`src/rtl/alu_unit.sv`:
```
// Datapath ALU: combinational result for the 4-bit opcode plus a clocked
// status register holding zero/carry/divide-by-zero/illegal flags of the last result.
module alu_unit #(
   parameter int DATAWIDTH = 32
) (
   input  logic                 clk,
   input  logic                 rst_n,
   input  logic [DATAWIDTH-1:0] a_i,
   input  logic [DATAWIDTH-1:0] b_i,
   input  logic [3:0]           opcode_i,
   output logic [DATAWIDTH-1:0] out_o,
   output logic                 zero_o,
   output logic                 carry_o,
   output logic                 dbz_o,
   output logic                 illegal_o
);

   localparam logic [3:0] OP_ADD = 4'd0;
   localparam logic [3:0] OP_SUB = 4'd1;
   localparam logic [3:0] OP_MUL = 4'd2;
   localparam logic [3:0] OP_DIV = 4'd3;
   localparam logic [3:0] OP_AND = 4'd4;
   localparam logic [3:0] OP_OR  = 4'd5;
   localparam logic [3:0] OP_XOR = 4'd6;
   localparam logic [3:0] OP_LW  = 4'd7;
   localparam logic [3:0] OP_SW  = 4'd8;
   localparam logic [3:0] OP_JMP = 4'd9;
   localparam logic [3:0] OP_BEQ = 4'd10;
   localparam logic [3:0] OP_BGT = 4'd11;
   localparam logic [3:0] OP_BLT = 4'd12;
   localparam logic [3:0] OP_LI  = 4'd13;

   localparam logic [DATAWIDTH-1:0] ALL_ONES  = {DATAWIDTH{1'b1}};
   localparam logic [DATAWIDTH-1:0] ALL_ZEROS = {DATAWIDTH{1'b0}};

   logic [DATAWIDTH:0]   sum_s;
   logic [DATAWIDTH:0]   diff_s;
   logic [DATAWIDTH-1:0] prod_s;
   logic [DATAWIDTH-1:0] quot_s;
   logic                 b_zero_s;
   logic                 carry_s;

   // Shared arithmetic terms; the extra top bit of sum/diff is carry/borrow.
   always_comb begin
      sum_s    = {1'b0, a_i} + {1'b0, b_i};
      diff_s   = {1'b0, a_i} - {1'b0, b_i};
      prod_s   = a_i * b_i;
      b_zero_s = (b_i == ALL_ZEROS);
      quot_s   = b_zero_s ? ALL_ONES : (a_i / b_i);
   end

   // Result select; address/immediate ops all reuse the adder.
   always_comb begin
      out_o   = ALL_ZEROS;
      carry_s = 1'b0;
      case (opcode_i)
         OP_ADD, OP_LW, OP_SW, OP_JMP, OP_BEQ, OP_BGT, OP_BLT, OP_LI: begin
            out_o   = sum_s[DATAWIDTH-1:0];
            carry_s = sum_s[DATAWIDTH];
         end
         OP_SUB: begin
            out_o   = diff_s[DATAWIDTH-1:0];
            carry_s = diff_s[DATAWIDTH];
         end
         OP_MUL:  out_o = prod_s;
         OP_DIV:  out_o = quot_s;
         OP_AND:  out_o = a_i & b_i;
         OP_OR:   out_o = a_i | b_i;
         OP_XOR:  out_o = a_i ^ b_i;
         default: begin
            out_o   = ALL_ZEROS;
            carry_s = 1'b0;
         end
      endcase
   end

   // Status register capturing the flags of the result present at the edge.
   always_ff @(posedge clk) begin
      if (!rst_n) begin
         zero_o    <= 1'b0;
         carry_o   <= 1'b0;
         dbz_o     <= 1'b0;
         illegal_o <= 1'b0;
      end else begin
         zero_o    <= (out_o == ALL_ZEROS);
         carry_o   <= carry_s;
         dbz_o     <= (opcode_i == OP_DIV) && b_zero_s;
         illegal_o <= (opcode_i > OP_LI);
      end
   end

endmodule

```
`config.mk`:
```
export PLATFORM = sky130hd
export DESIGN_NAME = alu_unit
export DESIGN_NICKNAME = d
export VERILOG_FILES = /design/src/rtl/alu_unit.sv
export SDC_FILE = /design/constraint.sdc
export NUM_CORES = 2
export LEC_CHECK = 0
export ABC_CLOCK_PERIOD_IN_PS = 101900
export BUFFER_PORTS_ARGS = -buffer_cell sky130_fd_sc_hd__buf_2
export CAP_MARGIN = 20
export CORE_ASPECT_RATIO = 0.75
export CORE_MARGIN = 4
export CORE_UTILIZATION = 45
export CTS_CLUSTER_DIAMETER = 30
export DETAILED_ROUTE_END_ITERATION = 7
export PLACE_DENSITY_LB_ADDON = 0.08
export SETUP_SLACK_MARGIN = 0.05
export SYNTH_ARGS = -nofsm -noshare
export SYNTH_HDL_FRONTEND = slang
export SYNTH_SLANG_ARGS = --single-unit
export TNS_END_PERCENT = 50
```
`constraint.sdc`:
```
create_clock -name clk -period 101.9 [get_ports clk]
set_input_delay 20.38 -clock clk [delete_from_list [all_inputs] [get_ports clk]]
set_output_delay 20.38 -clock clk [all_outputs]
set_load 0.01 [all_outputs]
```
==> results.py <==
metrics = {
    "outcome": {
        "status": "finished, violations left",
        "violations": "max-slew violations, negative setup slack",
    },
    "worst_hold_path": {
        "min_from": "rst_n",
        "holdPathStages": 2,
        "min_path_type": "in -> reg",
    },
    "critical_path": {
        "critical_path_required_ns": 81.52,
        "critPathCaptureType": "output pin",
        "crit_buf_inv": 64,
        "critPathKind": "in -> out",
        "path_delay_family": "compound AO/OA/AOI/OAI gates",
        "cp-start-kind": "primary input",
        "critical_path.max_stage_delay_ns": 0.50,
        "cp.arrival_ns": 82.00,
        "slowest_stage": "a2111o_1",
        "critPathLaunch": "b_i[30]",
        "crit_cells": 309,
        "crit_path_frequent_cell": "buf_4",
        "cp_max_fo": 25,
    },
    "sta": {
        "rsz0062_at_grt": "yes",
        "holdWs_ns": 20.53,
        "slew_headroom_pct": -0.726,
        "finalSetupViolCount": 1,
        "fmaxAchievable_ghz": 0.00977,
        "final_max_slew_viol_count": 1,
        "hold_viol_final": 0,
        "worstMarginPinSlew_ns": 1.51,
        "timing.final.ws_setup_ns": -0.481,
        "fin_crit_sh_pct": 100,
        "layout_min_cycle_time_ns": 102.38,
    },
    "cells_and_area": {
        "nNetsFinal": 10700,
        "syn2layout_area_growth_pct": 48.6,
        "utilization_pct": 67.8,
        "drive_gt1_share_pct": 35.8,
    },
    "synth": {
        "syn_inst": 7225,
        "yosysSeqAreaShare_pct": 0.156,
        "synthesis.area_sq_um": 51200,
        "synth_cell_types": 103,
        "ys_async_sr_fraction_pct": 0,
        "yosysTopAreaCellShare_pct": 18.3,
        "avgSynthCellArea_sq_um": 7.08,
        "ys.flop_type": "dfxtp_1",
        "syn_nets": 8455,
        "yosysTopAreaCell": "ha_1",
        "yosys_warnings": 0,
        "ys_seq_elements": 4,
        "synth.area.top_cells": "ha_1 (18%), fa_1 (16%), nand2_1 (6.8%), a21oi_1 (5.4%), inv_1 (5.2%)",
        "synth_edf_count": 0,
    },
    "pwr": {
        "power_w": 0.00205,
        "ir_worst_vdd_uv": 98.9,
        "p_leak_nw": 37.3,
        "powerDensity_nw_per_um2": 26.9,
    },
    "cts": {
        "numCtsBuffers": 3,
        "cts_buffer_depth": 2,
        "root_buffer": "clkbuf_16",
        "cts_tree": "done",
        "cts_hold_buf": 0,
        "clkTransAtPathRegs_ns": 0.03,
        "cts_num_sinks": 4,
        "cts_max_level": 1,
    },
    "place": {
        "globalplace.congestion": 1.09,
        "portBuffers": 105,
        "dpl.hpwl_mm": 227,
    },
    "floorplan": {
        "die_h_um": 300,
        "rows": 106,
        "coreArea_sq_um": 112000,
        "fp.dieW_um": 397,
        "die-area_sq_um": 119000,
        "io_pins": 106,
        "start_util_pct": 45.6,
    },
    "job": {
        "cap_violations": 0,
    },
    "global_route": {
        "grt_max_degree": 36,
        "grt_pass1_wl_mm": 411,
        "grt_use_met2_pct": 61.9,
        "grt.busiest_layer": "met1",
        "met3_usage_pct": 17.3,
        "overflow": 0,
        "use_met1_pct": 64.2,
        "grt.total_usage_pct": 45.5,
        "antenna_found_initial": 27,
        "grt_pass1_vias": 63600,
    },
    "route": {
        "drt_iter0_markers": 9097,
        "firstDrtPassIters": 7,
        "wl_per_cell_um": 26.3,
        "via_per_inst": 6.23,
        "drc": 0,
        "vias": 68600,
        "wirelength_mm": 289,
        "antenna_left": 0,
    },
}
[where the power goes]
group,internal (W),switching [W],total [W],leakage (nW)
combinational,0.000757,0.00128,0.00204,37.3
sequential,0.00000162,0.00000000865,0.00000163,0.0325
clock,0.00000501,0.00000108,0.00000609,0.0371
total,0.000764,0.00128,0.00205,37.3
[cells in the final DEF (no fill, tap or decap), drive strengths merged, types with 56 or more instances in the layout]
cell and count:
mux2 59, xor2 154, nor3 178, o31ai 57, o211ai 91, fa 410
ha 750, a211oi 77, nor2 712, inv 718, nand2b 56, a21oi 552
nand4 68, a21o 171, o21a 127, buf 2539, a31oi 76, or3 77
o21ai 357, nand2 932, xnor2 280, nand3 144
[cell families (layout without fill, tap and decap cells)]
group | after synthesis | count (layout) | synth area share (%)
compound gates | 2035 | 2036 | 26.6
xor+xnor | 434 | 434 | 7.43
fa+ha+maj | 1160 | 1160 | 34.4
buf+inv | 1021 | 3268 | 7.55
flops | 4 | 4 | 0.156
mux | 91 | 91 | 1.92
other cells | 0 | 24 | 0
simple gates | 2480 | 2480 | 22.0
[path summary, 6_finish.rpt]
| check | endpoint | slack [ns] |
|---|---|---|
| worst min-delay path | carry_o | 20.53 |
| worst max-delay path | out_o[0] | -0.48 |
[synth_stat cells (23+ instances only)]
library cell	n
a211o_1	34
a211oi_1	73
a21boi_0	29
a21o_1	170
a21oi_1	550
a221oi_1	33
a22oi_1	25
a31o_2	23
a31oi_1	76
and2_1	41
and3_1	37
buf_1	34
buf_2	23
clkbuf_1	241
fa_1	410
ha_1	750
inv_1	715
mux2_2	59
mux2i_1	32
nand2_1	932
nand2b_1	56
nand3_1	144
nand4_1	67
nor2_1	712
nor2b_1	47
nor3_1	175
nor4_1	42
o2111ai_1	23
o211ai_1	91
o21a_1	127
o21ai_0	324
o21ai_1	29
o21bai_1	52
o221ai_1	23
o22ai_1	37
o31ai_1	53
or2_2	45
or3_1	77
or4_1	23
xnor2_1	280
xor2_1	154
[per-stage QoR]
stage	area [sq um]	cells	TNS [ns]	setup slack [ns]
2_1_floorplan	51600	7225	0	0.0637
3_3_place_gp	69600	10800	-12.59	-6.23
3_5_place_dp	69600	10800	-13.51	-6.55
4_1_cts	71400	10800	-0.139	-0.139
5_1_grt	76000	11000	-3.50	-2.39
6_report	76100	11000	-0.481	-0.481
[layer usage]
metal	vias to the layer above	wire, um
li1	30100	-
met4	22	15000
met3	924	47400
met2	4982	109000
met5	-	437
met1	32600	117000
[area by class of cell]
| class | instances | area [sq um] |
|---|---|---|
| diodes | 24 | 60.1 |
| clock buffers | 3 | 75.1 |
| fillers | 9875 | 36100 |
| inverters | 722 | 2710 |
| multi-input cells | 6201 | 51900 |
| flip-flops and latches | 4 | 80.1 |
| well taps | 1512 | 1890 |
| repair buffers | 2543 | 19300 |
[registers in the layout (all words and copies together) (netlist names)]
signal,flops
dbz_o,1
illegal_o,1
zero_o,1
carry_o,1
[repair_timing]
item                                    CTS  global route
resized for setup                       269           641
pin swaps                                73           338
buffers inserted                         51           165
endpoints found under the setup margin    3             3
cloned                                    1             6
(Power assumes the default switching activity.)
